### config.mk
export PLATFORM = sky130hd
export DESIGN_NAME = bp_be_sys_stage_pipe_flat
export DESIGN_NICKNAME = d
export VERILOG_FILES = /design/src/rtl/bp_be_sys_stage_pipe_if.sv /design/src/rtl/bp_be_sys_stage_pipe.sv /design/src/flat_wrapper.sv
export SDC_FILE = /design/constraint.sdc
export NUM_CORES = 1
export LEC_CHECK = 0
export BUFFER_PORTS_ARGS = -buffer_cell sky130_fd_sc_hd__buf_2
export CAP_MARGIN = 20
export CORE_AREA = 2 2 175 177
export CTS_BUF_LIST = sky130_fd_sc_hd__clkbuf_16
export CTS_CLUSTER_SIZE = 20
export DETAILED_ROUTE_END_ITERATION = 8
export DIE_AREA = 0 0 177 179
export PLACE_DENSITY = 0.86
export SYNTH_ARGS = -nofsm -noshare
export SYNTH_HDL_FRONTEND = slang
export SYNTH_SLANG_ARGS = --single-unit
### constraint.sdc
create_clock -name clk_i -period 3.67 [get_ports clk_i]
set_input_delay 0.9175 -clock clk_i [delete_from_list [all_inputs] [get_ports clk_i]]
set_output_delay 0.9175 -clock clk_i [all_outputs]
set_load 0.01 [all_outputs]
### src/rtl/bp_be_sys_stage_pipe_if.sv
// rtl/bp_be_sys_stage_pipe_if.sv - PTW miss request / fill handshake channel
interface bp_be_sys_stage_pipe_if #(
  parameter int vaddr_width_p = 39
);
  logic                     miss_v;
  logic                     miss_ready;
  logic                     miss_instr;
  logic                     miss_store;
  logic [vaddr_width_p-1:0] miss_vaddr;
  logic                     fill_v;

  modport master (
    output miss_v, miss_instr, miss_store, miss_vaddr,
    input  miss_ready, fill_v
  );

  modport slave (
    input  miss_v, miss_instr, miss_store, miss_vaddr,
    output miss_ready, fill_v
  );
endinterface

### src/rtl/bp_be_sys_stage_pipe.sv
// rtl/bp_be_sys_stage_pipe.sv - system-pipe staging of CSR/commit metadata plus single-outstanding PTW miss FSM
module bp_be_sys_stage_pipe #(
  parameter int vaddr_width_p = 39,
  parameter int dword_width_p = 64,
  parameter int instr_width_p = 32,
  parameter int fu_op_width_p = 5,
  parameter int stages_p      = 2
) (
  input  logic                     clk_i,
  input  logic                     reset_i,
  input  logic                     flush_i,
  input  logic                     v_i,
  input  logic                     csr_v_i,
  input  logic                     dcache_w_v_i,
  input  logic                     imm_sel_i,
  input  logic [fu_op_width_p-1:0] fu_op_i,
  input  logic [vaddr_width_p-1:0] pc_i,
  input  logic [instr_width_p-1:0] instr_i,
  input  logic [dword_width_p-1:0] rs1_i,
  input  logic [dword_width_p-1:0] imm_i,
  input  logic                     commit_v_i,
  input  logic                     itlb_miss_i,
  input  logic                     dtlb_miss_i,
  output logic                     v_o,
  output logic                     csr_cmd_v_o,
  output logic [fu_op_width_p-1:0] csr_op_o,
  output logic [11:0]              csr_addr_o,
  output logic [dword_width_p-1:0] csr_data_o,
  output logic [vaddr_width_p-1:0] commit_pc_o,
  output logic [vaddr_width_p-1:0] commit_vaddr_o,
  output logic [instr_width_p-1:0] commit_instr_o,
  bp_be_sys_stage_pipe_if.master   ptw,
  output logic                     ptw_busy_o,
  output logic                     miss_overrun_o
);
  localparam int last_lp = stages_p - 1;

  typedef enum logic [1:0] {e_idle, e_req, e_wait} miss_state_e;

  logic [stages_p-1:0]      v_q, v_d, csr_v_q, csr_v_d;
  logic [stages_p-1:0]      store_q;
  logic [fu_op_width_p-1:0] op_q    [stages_p];
  logic [vaddr_width_p-1:0] pc_q    [stages_p];
  logic [vaddr_width_p-1:0] vaddr_q [stages_p];
  logic [instr_width_p-1:0] instr_q [stages_p];
  logic [dword_width_p-1:0] data_q  [stages_p];
  logic [vaddr_width_p-1:0] vaddr_li;
  logic [dword_width_p-1:0] data_li;

  // Adding only the low bits gives the same result as a full-width add truncated afterwards.
  assign vaddr_li = rs1_i[vaddr_width_p-1:0] + imm_i[vaddr_width_p-1:0];
  assign data_li  = imm_sel_i ? imm_i : rs1_i;

  always_comb begin
    v_d        = '0;
    csr_v_d    = '0;
    v_d[0]     = v_i;
    csr_v_d[0] = csr_v_i;
    for (int k = 1; k < stages_p; k++) begin
      v_d[k]     = v_q[k-1];
      csr_v_d[k] = csr_v_q[k-1];
    end
    if (flush_i) begin
      v_d     = '0;
      csr_v_d = '0;
    end
  end

  always_ff @(posedge clk_i) begin
    if (reset_i) begin
      v_q     <= '0;
      csr_v_q <= '0;
    end else begin
      v_q     <= v_d;
      csr_v_q <= csr_v_d;
    end
  end

  always_ff @(posedge clk_i) begin
    store_q[0] <= dcache_w_v_i;
    op_q[0]    <= fu_op_i;
    pc_q[0]    <= pc_i;
    vaddr_q[0] <= vaddr_li;
    instr_q[0] <= instr_i;
    data_q[0]  <= data_li;
    for (int k = 1; k < stages_p; k++) begin
      store_q[k] <= store_q[k-1];
      op_q[k]    <= op_q[k-1];
      pc_q[k]    <= pc_q[k-1];
      vaddr_q[k] <= vaddr_q[k-1];
      instr_q[k] <= instr_q[k-1];
      data_q[k]  <= data_q[k-1];
    end
  end

  assign v_o            = v_q[last_lp];
  assign csr_cmd_v_o    = v_q[last_lp] & csr_v_q[last_lp] & commit_v_i;
  assign csr_op_o       = op_q[last_lp];
  assign csr_addr_o     = instr_q[last_lp][31:20];
  assign csr_data_o     = data_q[last_lp];
  assign commit_pc_o    = pc_q[last_lp];
  assign commit_vaddr_o = vaddr_q[last_lp];
  assign commit_instr_o = instr_q[last_lp];

  miss_state_e              state_q, state_d;
  logic                     miss_instr_q, miss_store_q;
  logic [vaddr_width_p-1:0] miss_vaddr_q;
  logic                     miss_li, latch_en;

  assign miss_li = commit_v_i & (itlb_miss_i | dtlb_miss_i);

  always_comb begin
    state_d        = state_q;
    latch_en       = 1'b0;
    miss_overrun_o = 1'b0;
    case (state_q)
      e_idle: begin
        if (miss_li) begin
          state_d  = e_req;
          latch_en = 1'b1;
        end
      end
      e_req: begin
        miss_overrun_o = miss_li;
        if (ptw.miss_ready) state_d = e_wait;
      end
      e_wait: begin
        miss_overrun_o = miss_li;
        if (ptw.fill_v) state_d = e_idle;
      end
      default: state_d = e_idle;
    endcase
  end

  // The walk is committed once requested, so flush never touches this state.
  always_ff @(posedge clk_i) begin
    if (reset_i) begin
      state_q      <= e_idle;
      miss_instr_q <= 1'b0;
      miss_store_q <= 1'b0;
      miss_vaddr_q <= '0;
    end else begin
      state_q <= state_d;
      if (latch_en) begin
        miss_instr_q <= itlb_miss_i;
        miss_store_q <= ~itlb_miss_i & store_q[last_lp];
        miss_vaddr_q <= itlb_miss_i ? pc_q[last_lp] : vaddr_q[last_lp];
      end
    end
  end

  assign ptw_busy_o     = (state_q != e_idle);
  assign ptw.miss_v     = (state_q == e_req);
  assign ptw.miss_instr = ptw_busy_o & miss_instr_q;
  assign ptw.miss_store = ptw_busy_o & miss_store_q;
  assign ptw.miss_vaddr = ptw_busy_o ? miss_vaddr_q : '0;

endmodule

### src/flat_wrapper.sv
// flat-port wrapper written by rule: the top's interface ports become plain ports
module bp_be_sys_stage_pipe_flat 
#(
  parameter int vaddr_width_p = 39,
  parameter int dword_width_p = 64,
  parameter int instr_width_p = 32,
  parameter int fu_op_width_p = 5,
  parameter int stages_p      = 2
)
  (clk_i, reset_i, flush_i, v_i, csr_v_i, dcache_w_v_i, imm_sel_i, fu_op_i, pc_i, instr_i, rs1_i, imm_i, commit_v_i, itlb_miss_i, dtlb_miss_i, v_o, csr_cmd_v_o, csr_op_o, csr_addr_o, csr_data_o, commit_pc_o, commit_vaddr_o, commit_instr_o, ptw_busy_o, miss_overrun_o, ptw_miss_v, ptw_miss_instr, ptw_miss_store, ptw_miss_vaddr, ptw_miss_ready, ptw_fill_v);
  bp_be_sys_stage_pipe_if #(.vaddr_width_p(vaddr_width_p)) ptw_i ();
  input  logic clk_i;
  input  logic reset_i;
  input  logic flush_i;
  input  logic v_i;
  input  logic csr_v_i;
  input  logic dcache_w_v_i;
  input  logic imm_sel_i;
  input  logic [fu_op_width_p-1:0] fu_op_i;
  input  logic [vaddr_width_p-1:0] pc_i;
  input  logic [instr_width_p-1:0] instr_i;
  input  logic [dword_width_p-1:0] rs1_i;
  input  logic [dword_width_p-1:0] imm_i;
  input  logic commit_v_i;
  input  logic itlb_miss_i;
  input  logic dtlb_miss_i;
  output logic v_o;
  output logic csr_cmd_v_o;
  output logic [fu_op_width_p-1:0] csr_op_o;
  output logic [11:0] csr_addr_o;
  output logic [dword_width_p-1:0] csr_data_o;
  output logic [vaddr_width_p-1:0] commit_pc_o;
  output logic [vaddr_width_p-1:0] commit_vaddr_o;
  output logic [instr_width_p-1:0] commit_instr_o;
  output logic ptw_busy_o;
  output logic miss_overrun_o;
  output wire logic [$bits(ptw_i.miss_v)-1:0] ptw_miss_v;
  output wire logic [$bits(ptw_i.miss_instr)-1:0] ptw_miss_instr;
  output wire logic [$bits(ptw_i.miss_store)-1:0] ptw_miss_store;
  output wire logic [$bits(ptw_i.miss_vaddr)-1:0] ptw_miss_vaddr;
  input wire logic [$bits(ptw_i.miss_ready)-1:0] ptw_miss_ready;
  input wire logic [$bits(ptw_i.fill_v)-1:0] ptw_fill_v;
  assign ptw_miss_v = ptw_i.miss_v;
  assign ptw_miss_instr = ptw_i.miss_instr;
  assign ptw_miss_store = ptw_i.miss_store;
  assign ptw_miss_vaddr = ptw_i.miss_vaddr;
  assign ptw_i.miss_ready = ptw_miss_ready;
  assign ptw_i.fill_v = ptw_fill_v;
  bp_be_sys_stage_pipe #(.vaddr_width_p(vaddr_width_p), .dword_width_p(dword_width_p), .instr_width_p(instr_width_p), .fu_op_width_p(fu_op_width_p), .stages_p(stages_p)) u_core (.clk_i(clk_i), .reset_i(reset_i), .flush_i(flush_i), .v_i(v_i), .csr_v_i(csr_v_i), .dcache_w_v_i(dcache_w_v_i), .imm_sel_i(imm_sel_i), .fu_op_i(fu_op_i), .pc_i(pc_i), .instr_i(instr_i), .rs1_i(rs1_i), .imm_i(imm_i), .commit_v_i(commit_v_i), .itlb_miss_i(itlb_miss_i), .dtlb_miss_i(dtlb_miss_i), .v_o(v_o), .csr_cmd_v_o(csr_cmd_v_o), .csr_op_o(csr_op_o), .csr_addr_o(csr_addr_o), .csr_data_o(csr_data_o), .commit_pc_o(commit_pc_o), .commit_vaddr_o(commit_vaddr_o), .commit_instr_o(commit_instr_o), .ptw(ptw_i), .ptw_busy_o(ptw_busy_o), .miss_overrun_o(miss_overrun_o));
endmodule
==> impl_metrics.ini <==
[run_status]
status = complete, no violations

[clock_tree]
cts_buffers = 42
clockBufferDepth = 3
cts_hold_buf = 0
clk_latency_ns = 0.53
h-tree-depth = 2
clock_sinks = 407
post_cts_buffers = 0
tritoncts = built
cts_resized = 0
cts-root-buf = clkbuf_16
clkTransAtPathRegs_ns = 0.06

[sta]
rsz0062_at_grt = false
final_hold_viol_count = 0
worst_pin_slew_ns = 0.912
setup-violations-final = 0
fin_skew_ns = 0.0127
fin_crit_sh_pct = 83.4
fin_crit_ns = 3.06
tns_ns = 0
fin_hold_ws_ns = 0.319
max_freq_mhz = 327
maxSlewViolCount = 0
maxSlewHeadroom_pct = 39.2

[logic_synthesis]
synth_edf_count = 0
netlist_area_sq_um = 13800
ys.flop_type = dfxtp_1
synthArstFlopShare_pct = 0
yosysUniqueCellTypes = 60
ys_ff_latch = 407
syn_nets = 1441
syn_area_per_cell_sq_um = 11.7
seq_area_frac_synth_pct = 58.9
ys.warnings.count = 0
synth_cells = 1183

[global_route]
grt_pass1_vias = 9095
gr-usage-met1_pct = 25.0
busiest_layer = met2
antenna_found_initial = 8
track_usage_pct = 20.4
use_met3_pct = 4.45
grt_use_met2_pct = 34.0
grt_max_degree = 45
overflow = 0
grt_pass1_wl_um = 49800

[setup_path]
cp_max_fo = 29
crit_arrival_ns = 2.14
setup.worst_path.start_class = flop
crit_type = reg -> out
crit_chain = inv_1 -> ha_2 -> buf_4 -> nor2b_1 -> buf_2
cp_data_required_time_ns = 2.75
max_stage_delay_ns = 0.59
critPathSlowestCell = ha_2
endpoint_kind = output pin

[floorplanning]
start_util_pct = 46.0
die_h_um = 179
die-area_sq_um = 31700
top_level_ports = 453
die-width_um = 177
rows = 64
core_sq_um = 30000

[min_path]
hold_class = reg -> reg

[placement]
io_buffers = 452
place_congestion = 0.917
dpl.hpwl_um = 26500
placedCellCount = 1809

[finish]
drive_above_1_share_pct = 40.2
fillCellCount = 2533
instances_no_fill = 1891
num-nets-final = 1715
syn2layout_area_growth_pct = 19.1

[drt]
vias_per_cell = 4.81
routed-via-count = 9099
wl_per_cell_um = 18.2
drtAntennaViolNets = 0
drt_iter0_markers = 550
drt_pass1_iterations = 5
drt-total-wl_um = 34500
drc = 0

[pwr]
leakage_nw = 7.65
power_density_nw_per_um2 = 667
power_mw = 11.0
ir_drop_mv = 0.367

[run]
max_cap_viol_count = 0
-- Yosys cell counts (all sizes together) (13+ instances only) --
cell type	n	area [sq um]
xor2	20	175
ha	41	513
dfxtp	407	8150
nand2	36	135
clkbuf	31	120
a21oi	43	223
xnor2	18	158
mux2	63	709
mux2i	41	410
inv	13	48.8
nor2	59	221
o21ai	30	150
nor2b	44	275
buf	200	1500
a211oi	43	323
-- stage by stage --
stage               util, %  cell area, sq um  setup WS (ns)
finish                 54.8             16500          0.610
global placement       50.1             15100          0.272
CTS                    54.8             16400          0.588
global route           54.8             16500          0.471
floorplan                 -             13800          0.740
detailed placement     50.1             15100          0.231
-- state kept, by name (all words and copies together), names as in the netlist --
| register | flops |
|---|---|
| u_core.csr_v_q | 2 |
| u_core.data_q | 128 |
| u_core.instr_q | 64 |
| u_core.miss_instr_q | 1 |
| u_core.miss_store_q | 1 |
| u_core.miss_vaddr_q | 39 |
| u_core.op_q | 10 |
| u_core.pc_q | 78 |
| u_core.state_q | 2 |
| u_core.store_q | 2 |
| u_core.v_q | 2 |
| u_core.vaddr_q | 78 |
-- critical path: cells and delay by family (launching register included) --
kind                     cells  cell delay [ns]
buffers and inverters        3             0.59
AND/OR/NAND/NOR              1             0.09
adder cells (fa/ha/maj)      1             0.59
flip-flops                   1             0.33
-- metal layers --
layer / up-vias / part of all wire (%)
met1: 4291 / 41
met5: - / 0
met2: 359 / 49
met3: 77 / 6.0
li1: 4372 / -
met4: 0 / 3.7
-- worst paths after layout --
kind / cells after the start / slack [ns] / endpoint / start
worst min register to register: 0 / 0.32 / u_core.data_q[0][120] / u_core.data_q[0][56]
worst max-delay path: 5 / 0.61 / ptw_miss_vaddr[37] / u_core.state_q[1]
worst min-delay path: 0 / 0.32 / u_core.data_q[0][120] / u_core.data_q[0][56]
worst max register to register: 7 / 1.33 / u_core.miss_vaddr_q[30] / u_core.state_q[1]
-- area by class of cell --
cell class	instances	area [sq um]	share of cell area (%)
diodes	7	17.5	0.106
repair buffers	462	2350	14.3
multi-input cells	531	4020	24.4
inverters	13	48.8	0.296
clock buffers	42	1050	6.38
well taps	396	495	3.01
clock inverters	33	342	2.07
flip-flops and latches	407	8150	49.5
-- cells in the final DEF, fill, tap and decap left out, types with 8 or more instances in the layout --
cell type,instances
nor2b_1,44
xor2_1,20
buf_4,9
nand2_1,36
a211oi_1,43
buf_2,452
clkbuf_16,42
a21o_1,9
ha_1,40
inv_1,19
xnor2_1,18
o21ai_0,23
nand4_1,8
a21oi_1,41
mux2i_1,41
nor2_1,58
dfxtp_1,407
mux2_2,63
-- cell families (layout without fill, tap and decap cells) --
logic type	Yosys count	count (layout)	synth area share [%]
buffers and inverters	245	550	12.1
xor gates and xnor gates	38	38	2.41
and+or+nand+nor	182	182	6.54
DFF	407	407	58.9
other	0	7	0
adders and majority gates	42	42	3.85
AOI/OAI and AO/OA	165	165	8.06
muxes	104	104	8.10
-- where the power goes --
group          internal, mW  total [mW]  switching [mW]  leakage [nW]
clock                  2.53        4.26            1.73         0.693
sequential             4.92        5.16           0.239          3.43
combinational         0.654        1.57           0.918          3.53
total                  8.10        11.0            2.89          7.65
Note: power is estimated with default switching activity, not from simulation.
